### src/rtl/hello_out_monitor_pkg.sv
// ============================================================================
// hello_mon_pkg : shared types and constants for the HelloWorld output monitor
// Revision 1.0
// ============================================================================
`default_nettype none

package hello_mon_pkg;

  localparam int HM_Z_W  = 6;
  localparam int HM_TS_W = 16;

  typedef enum logic [1:0] {
    IDLE    = 2'd0,
    PRIME   = 2'd1,
    CAPTURE = 2'd2
  } state_t;

  typedef struct packed {
    logic               init;
    logic [HM_TS_W-1:0] ts;
    logic [HM_Z_W-1:0]  z;
  } ev_t;

  // x^16 + x^12 + x^3 + x + 1
  localparam logic [15:0] c_MISR_POLY = 16'h100B;
  localparam logic [15:0] c_MISR_SEED = 16'hFFFF;

  function automatic logic [15:0] misr_step(input logic [15:0] cur, input logic [15:0] din);
    misr_step = {cur[14:0], 1'b0} ^ (cur[15] ? c_MISR_POLY : 16'h0000) ^ din;
  endfunction

endpackage

`default_nettype wire

### src/rtl/hello_out_monitor_if.sv
// ============================================================================
// hello_out_monitor_if : valid/ready event port of the output monitor
// Revision 1.0
// ============================================================================
`default_nettype none

interface hello_out_monitor_if
  import hello_mon_pkg::*;
#(
  parameter int Z_W  = HM_Z_W,
  parameter int TS_W = HM_TS_W
);
  logic            ev_valid;
  logic            ev_ready;
  logic [Z_W-1:0]  ev_z;
  logic [TS_W-1:0] ev_ts;
  logic            ev_init;

  modport master (output ev_valid, ev_z, ev_ts, ev_init, input ev_ready);
  modport slave  (input ev_valid, ev_z, ev_ts, ev_init, output ev_ready);
endinterface

`default_nettype wire

### src/rtl/hello_out_monitor_fifo.sv
// ============================================================================
// hello_mon_fifo : synchronous show-ahead FIFO; pop on empty is ignored and a
// push on full succeeds only when a pop frees a slot in the same cycle.
// Revision 1.0
// ============================================================================
`default_nettype none

module hello_mon_fifo #(
  parameter int WIDTH = 23,
  parameter int DEPTH = 8
) (
  input  wire logic                     clk,
  input  wire logic                     rst_n,
  input  wire logic                     push_i,
  input  wire logic                     pop_i,
  input  wire logic [WIDTH-1:0]         wdata_i,
  output logic      [WIDTH-1:0]         rdata_o,
  output logic                          full_o,
  output logic                          empty_o,
  output logic      [$clog2(DEPTH):0]   level_o
);
  localparam int AW    = $clog2(DEPTH);
  localparam int LVL_W = AW + 1;

  logic [WIDTH-1:0] mem_q [DEPTH];
  logic [AW-1:0]    wr_ptr_q;
  logic [AW-1:0]    rd_ptr_q;
  logic [AW:0]      level_q;
  logic             w_do_pop;
  logic             w_do_push;

  assign empty_o   = (level_q == '0);
  assign full_o    = (level_q == LVL_W'(DEPTH));
  assign level_o   = level_q;
  assign w_do_pop  = pop_i && !empty_o;
  assign w_do_push = push_i && (!full_o || w_do_pop);
  // Masked so the head reads as zero whenever nothing is queued.
  assign rdata_o   = empty_o ? '0 : mem_q[rd_ptr_q];

  always_ff @(posedge clk or negedge rst_n) begin
    if (!rst_n) begin
      wr_ptr_q <= '0;
      rd_ptr_q <= '0;
      level_q  <= '0;
      for (int i = 0; i < DEPTH; i++) mem_q[i] <= '0;
    end else begin
      if (w_do_push) begin
        mem_q[wr_ptr_q] <= wdata_i;
        wr_ptr_q        <= wr_ptr_q + AW'(1);
      end
      if (w_do_pop) rd_ptr_q <= rd_ptr_q + AW'(1);
      case ({w_do_push, w_do_pop})
        2'b10:   level_q <= level_q + LVL_W'(1);
        2'b01:   level_q <= level_q - LVL_W'(1);
        default: level_q <= level_q;
      endcase
    end
  end

endmodule

`default_nettype wire

### src/rtl/hello_out_monitor.sv
// ============================================================================
// hello_out_monitor : timestamps every change of the z vector into an event
// FIFO. Optional signature register enabled by HELLO_OUT_MONITOR_MISR_EN.
// Revision 1.0
// ============================================================================
`default_nettype none

module hello_out_monitor
  import hello_mon_pkg::*;
#(
  parameter int Z_W   = HM_Z_W,
  parameter int TS_W  = HM_TS_W,
  parameter int DEPTH = 8
) (
  input  wire logic                     bertaClock,
  input  wire logic                     global_reset,
  input  wire logic                     arm,
  input  wire logic [Z_W-1:0]           z,
  hello_out_monitor_if.master           ev,
  output logic      [$clog2(DEPTH):0]   level,
  output logic                          overflow,
`ifdef HELLO_OUT_MONITOR_MISR_EN
  output logic      [15:0]              misr,
`endif
  output logic      [7:0]               drops
);
  localparam int EV_W = 1 + TS_W + Z_W;

  state_t          state_q;
  logic [Z_W-1:0]  zs1_q;
  logic [Z_W-1:0]  zs2_q;
  logic [Z_W-1:0]  z_prev_q;
  logic [TS_W-1:0] ts_q;
  logic            overflow_q;
  logic [7:0]      drops_q;

  logic            w_push_prime;
  logic            w_push_chg;
  logic            w_push;
  logic            w_pop;
  logic            w_full;
  logic            w_empty;
  logic [EV_W-1:0] w_wdata;
  logic [EV_W-1:0] w_rdata;

  // ts is still 0 during PRIME, so one packing serves both event kinds.
  assign w_push_prime = (state_q == PRIME);
  assign w_push_chg   = (state_q == CAPTURE) && arm && (zs2_q != z_prev_q);
  assign w_push       = w_push_prime || w_push_chg;
  assign w_wdata      = {w_push_prime, ts_q, zs2_q};
  assign w_pop        = ev.ev_valid && ev.ev_ready;

  always_ff @(posedge bertaClock or negedge global_reset) begin
    if (!global_reset) begin
      zs1_q <= '0;
      zs2_q <= '0;
    end else begin
      zs1_q <= z;
      zs2_q <= zs1_q;
    end
  end

  always_ff @(posedge bertaClock or negedge global_reset) begin
    if (!global_reset) begin
      state_q  <= IDLE;
      z_prev_q <= '0;
      ts_q     <= '0;
    end else begin
      case (state_q)
        IDLE: begin
          ts_q <= '0;
          if (arm) state_q <= PRIME;
        end
        PRIME: begin
          z_prev_q <= zs2_q;
          ts_q     <= TS_W'(1);
          state_q  <= CAPTURE;
        end
        CAPTURE: begin
          if (!arm) begin
            ts_q    <= '0;
            state_q <= IDLE;
          end else begin
            if (ts_q != '1) ts_q <= ts_q + TS_W'(1);
            // z_prev follows even when the event is dropped.
            if (w_push_chg) z_prev_q <= zs2_q;
          end
        end
        default: state_q <= IDLE;
      endcase
    end
  end

  always_ff @(posedge bertaClock or negedge global_reset) begin
    if (!global_reset) begin
      overflow_q <= 1'b0;
      drops_q    <= '0;
    end else if (w_push && w_full && !w_pop) begin
      overflow_q <= 1'b1;
      if (drops_q != 8'hFF) drops_q <= drops_q + 8'd1;
    end
  end

  hello_mon_fifo #(
    .WIDTH (EV_W),
    .DEPTH (DEPTH)
  ) u_fifo (
    .clk     (bertaClock),
    .rst_n   (global_reset),
    .push_i  (w_push),
    .pop_i   (w_pop),
    .wdata_i (w_wdata),
    .rdata_o (w_rdata),
    .full_o  (w_full),
    .empty_o (w_empty),
    .level_o (level)
  );

  assign ev.ev_valid = !w_empty;
  assign {ev.ev_init, ev.ev_ts, ev.ev_z} = w_rdata;
  assign overflow = overflow_q;
  assign drops    = drops_q;

`ifdef HELLO_OUT_MONITOR_MISR_EN
  logic [15:0] misr_q;

  always_ff @(posedge bertaClock or negedge global_reset) begin
    if (!global_reset) begin
      misr_q <= '0;
    end else if (state_q == PRIME) begin
      misr_q <= c_MISR_SEED;
    end else if (state_q == CAPTURE) begin
      misr_q <= misr_step(misr_q, 16'(zs2_q));
    end
  end

  assign misr = misr_q;
`endif

endmodule

`default_nettype wire

### src/flat_wrapper.sv
// flat-port wrapper written by rule: the top's interface ports become plain ports
module hello_out_monitor_flat import hello_mon_pkg::*;
#(
  parameter int Z_W   = HM_Z_W,
  parameter int TS_W  = HM_TS_W,
  parameter int DEPTH = 8
)
  (bertaClock, global_reset, arm, z, level, overflow, drops, ev_ev_valid, ev_ev_z, ev_ev_ts, ev_ev_init, ev_ev_ready);
  hello_out_monitor_if #(.Z_W(Z_W), .TS_W(TS_W)) ev_i ();
  input  wire logic bertaClock;
  input  wire logic global_reset;
  input  wire logic arm;
  input  wire logic [Z_W-1:0] z;
  output logic      [$clog2(DEPTH):0] level;
  output logic overflow;
  output logic      [7:0] drops;
  output wire logic [$bits(ev_i.ev_valid)-1:0] ev_ev_valid;
  output wire logic [$bits(ev_i.ev_z)-1:0] ev_ev_z;
  output wire logic [$bits(ev_i.ev_ts)-1:0] ev_ev_ts;
  output wire logic [$bits(ev_i.ev_init)-1:0] ev_ev_init;
  input wire logic [$bits(ev_i.ev_ready)-1:0] ev_ev_ready;
  assign ev_ev_valid = ev_i.ev_valid;
  assign ev_ev_z = ev_i.ev_z;
  assign ev_ev_ts = ev_i.ev_ts;
  assign ev_ev_init = ev_i.ev_init;
  assign ev_i.ev_ready = ev_ev_ready;
  hello_out_monitor #(.Z_W(Z_W), .TS_W(TS_W), .DEPTH(DEPTH)) u_core (.bertaClock(bertaClock), .global_reset(global_reset), .arm(arm), .z(z), .ev(ev_i), .level(level), .overflow(overflow), .drops(drops));
endmodule
### config.mk
export PLATFORM = sky130hd
export DESIGN_NAME = hello_out_monitor_flat
export DESIGN_NICKNAME = d
export VERILOG_FILES = /design/src/rtl/hello_out_monitor_pkg.sv /design/src/rtl/hello_out_monitor_if.sv /design/src/rtl/hello_out_monitor_fifo.sv /design/src/rtl/hello_out_monitor.sv /design/src/flat_wrapper.sv
export SDC_FILE = /design/constraint.sdc
export NUM_CORES = 1
export LEC_CHECK = 0
export ABC_AREA = 1
export BUFFER_PORTS_ARGS = -buffer_cell sky130_fd_sc_hd__buf_2
export CORE_AREA = 2 2 137 139
export CTS_BUF_LIST = sky130_fd_sc_hd__clkbuf_8
export DETAILED_ROUTE_END_ITERATION = 10
export DIE_AREA = 0 0 139 141
export PLACE_DENSITY = 0.9
export SKIP_LAST_GASP = 1
export SLEW_MARGIN = 5
export SYNTH_ARGS = -nofsm -noshare
export SYNTH_HDL_FRONTEND = slang
export SYNTH_HIERARCHICAL = 1
export SYNTH_SLANG_ARGS = --single-unit
### constraint.sdc
create_clock -name bertaClock -period 3.2 [get_ports bertaClock]
set_clock_uncertainty 0.2 [all_clocks]
set_input_delay 0.32 -clock bertaClock [delete_from_list [all_inputs] [get_ports bertaClock]]
set_output_delay 0.32 -clock bertaClock [all_outputs]
set_load 0.01 [all_outputs]
==> impl_summary.txt <==
----------------------------------------------------
[Global routing]
  Vias in the first global route ... 9,367
  Total Routing Usage GR ... 0.282
  Initial antenna violation count ... 0
  Maximum number of pins on one net before global-route repair ... 94
  Residual overflow from global routing ... 0
  Global-route wire length before repair ... 45.2 mm

[Synthesis]
  Async set-reset flop share out of synthesis ... 1.00
  Largest family of logic cells by synthesized area ... simple AND/OR/NAND/NOR gates
  Register area share after synthesis ... 0.527
  Simple-gate share of the synthesized area ... 0.202
  EDFF count, synth ... 0
  Synth Area in XOR/XNOR ... 0.0108
  Post-Syn Area ... 11,300 um^2
  Dominant synthesized flop cell ... dfrtp_1
  FF+latch count, synth ... 239
  Distinct cell type count after synthesis ... 37
  Adder and majority cell fraction of the synthesized area ... 0.0132
  Synth Net Count ... 1,366
  Syn_area_per_cell ... 8.44 um^2
  Instance count of the mapped netlist ... 1,344
  Warnings from Yosys ... 6
  Complex-gate fraction of the synthesized area ... 0.170
  Share of cell area taken by muxes after synthesis ... 0

[Critical path]
  Required time at the worst-slack endpoint ... 2.68 ns
  Setup crit start kind ... flop
  Type of the worst setup path ... reg -> out
  Element type at the critical path end ... output port
  Worst EP arrival ... 2.46 ns
  Top fanout value on the critical path ... 70

[STA]
  Slew of the pin with the lowest slew margin ... 1.10 ns
  Final Hold Viols ... 0
  Count of pins over their slew limit ... 0
  Slew headroom ... 0.262
  Setup violators final ... 0
  Maximum achievable frequency ... 336 MHz
  Final Critical Period ... 2.98 ns
  Hold Worst Slack ... 0.143 ns
  Setup tns final ... 0 ns
  RSZ-0062 raised after global routing ... no
  Share of the clock period used by the worst path ... 0.930

[Clock network]
  CTS tree ... yes
  Master cell of the clock root buffer ... clkbuf_8
  Cts repair resizes ... 0
  Number of H-tree levels ... 2
  Clock-pin slew reported for the worst setup and hold paths after clock tree synthesis ... 0.06 ns
  Buffer levels on the longest clock path ... 3
  TritonCTS Buffers ... 40
  CTS sink count ... 239
  Clock latency of the later-clocked register in the worst-skew pair ... 0.54 ns

[Die]
  Starting density of the core ... 0.621
  Die height ... 141 um
  Boundary Pins ... 47
  Die area ... 19,600 um^2
  Die width ... 139 um
  Placement row count ... 50
  CORE AREA ... 18,300 um^2

[Routing]
  Wire length per cell after detailed routing ... 16.6 um
  First drt pass iteration count ... 5
  Number of violations reported at the end of detailed-routing iteration 0 ... 998
  DRC viols ... 0
  Drt total wl ... 27.1 mm
  Total via count in the routed design ... 9,587
  Mean number of vias per cell ... 5.85
  Number of nets with antenna violations after detailed routing ... 0

[Final layout]
  Fraction of layout cells with a size suffix above 1 ... 0.101
  Layout overhead on the synthesized area ... 8.38%
  # nets final ... 1,401
  Antenna cells ... 0

[Placed design]
  Count of buffers from port buffering ... 46
  Gp weighted congestion ... 0.853
  Detailed placer's ending HPWL ... 15.9 mm

[Power and ir drop]
  Peak supply drop ... 0.524 mV
  Power per standard cell area ... 903 nW/um^2
  Total leakage power ... 5.90 nW
  Total power ... 11.1 mW

[Worst hold path]
  Type of the tightest min-delay check ... reg -> reg

[Run status]
  Result of the run ... finished, final reports clean

[Job]
  Max-capacitance violation count ... 0

----------------------------------------------------
## placed cells by master, fill, tap and decap left out, types with 3 or more instances in the layout
master	instances
o21ai_1	44
dlygate4sd3_1	8
ha_1	12
clkinv_2	7
nand2_4	10
nor2_1	193
nor2_2	3
buf_12	4
a21oi_1	7
buf_2	45
o211ai_1	23
buf_4	7
clkbuf_8	47
xor2_1	9
nor3_1	3
a21oi_2	5
o22ai_1	23
dfrtp_1	237
inv_1	95
o21bai_1	3
xnor2_1	5
nand4_1	14
nand2_1	309
o21ai_0	251
nand3_1	20
## cells in the mapped netlist (all sizes together) (4+ instances only)
cell / instances / area [um^2]
xor2: 9 / 78.8
buf: 46 / 434
nand2: 321 / 1280
ha: 12 / 150
o21ai: 295 / 1480
nor2: 196 / 743
inv: 87 / 337
dfrtp: 239 / 5980
a21oi: 12 / 78.8
o211ai: 23 / 173
nand4: 15 / 100
o22ai: 23 / 144
nor3: 4 / 31.3
nand3: 21 / 118
clkbuf: 26 / 97.6
xnor2: 5 / 43.8
## metal layers
layer	GRT usage	up-vias	wire, um
met3	0.0581	61	2160
met1	0.377	4626	11300
met2	0.460	412	13000
met4	0.107	0	647
li1	-	4488	-
met5	0	-	0
## worst max-delay path: stages, from the launching register on
cell	delay (ns)
dfrtp_2	0.37
buf_4	0.59
o21ai_0	0.20
o211ai_1	0.21
nand2_1	0.09
nor2_1	0.23
buf_2	0.19
## repair_timing
action | CTS | global route
hold buffers | 8 | 0
hold endpoints to repair | 91 | 0
buffers inserted | 0 | 0
## stage by stage
stage,std cells,utilization,area (um^2),setup WS [ns]
detailed placement,1563,0.628,11500,0.499
floorplan,1344,-,11300,0.393
CTS,1638,0.673,12300,0.255
global route,1638,0.673,12300,0.128
finish,1638,0.673,12300,0.223
global placement,1563,0.628,11500,0.653
## logic make-up after synthesis
group / after synthesis
AO/OA/AOI/OAI: 361
buffers and inverters: 159
adder cells (fa/ha/maj): 12
flip-flops: 239
AND/OR/NAND/NOR: 559
XOR/XNOR: 14
## final timing paths
kind | endpoint | cells after the start | slack (ns) | start
max in group asynchronous | u_core/u_fifo/mem_q[7] | 3 | 1.74 | global_reset
setup / recovery | ev_ev_ts[0] | 6 | 0.22 | u_core/u_fifo/rd_ptr_q[1]
hold reg to reg | u_core/zs2_q[5] | 0 | 0.14 | u_core/zs1_q[5]
setup reg to reg | u_core/u_fifo/level_o[2] | 12 | 0.49 | u_core/u_fifo/level_o[2]
hold / removal | u_core/zs2_q[5] | 0 | 0.14 | u_core/zs1_q[5]
min in group asynchronous | u_core/u_fifo/mem_q[20] | 2 | 0.17 | global_reset
## where the power goes
group	internal (mW)	switching, mW
logic	1.51	3.09
clock network	1.33	1.18
registers	3.59	0.396
## layout make-up
cell class	count	area, um^2
Sequential cell	239	5980
Multi-Input combinational cell	946	4490
Inverter	87	337
Clock buffer	47	647
Tap cell	234	293
Timing Repair Buffer	65	453
Clock inverter	20	87.6
Fill cell	1370	5970
## flip-flops by register name, indices dropped and copies added (netlist names)
signal                  count
u_core/drops                8
u_core/state_q              2
u_core/u_fifo/rd_ptr_q      3
u_core/ts_q                16
u_core/zs2_q                6
u_core/u_fifo/mem_q       184
u_core/overflow             1
u_core/u_fifo/wr_ptr_q      3
u_core/zs1_q                6
u_core/z_prev_q             6
u_core/u_fifo/level_o       4
No activity file was read; power rests on OpenSTA's default activity.
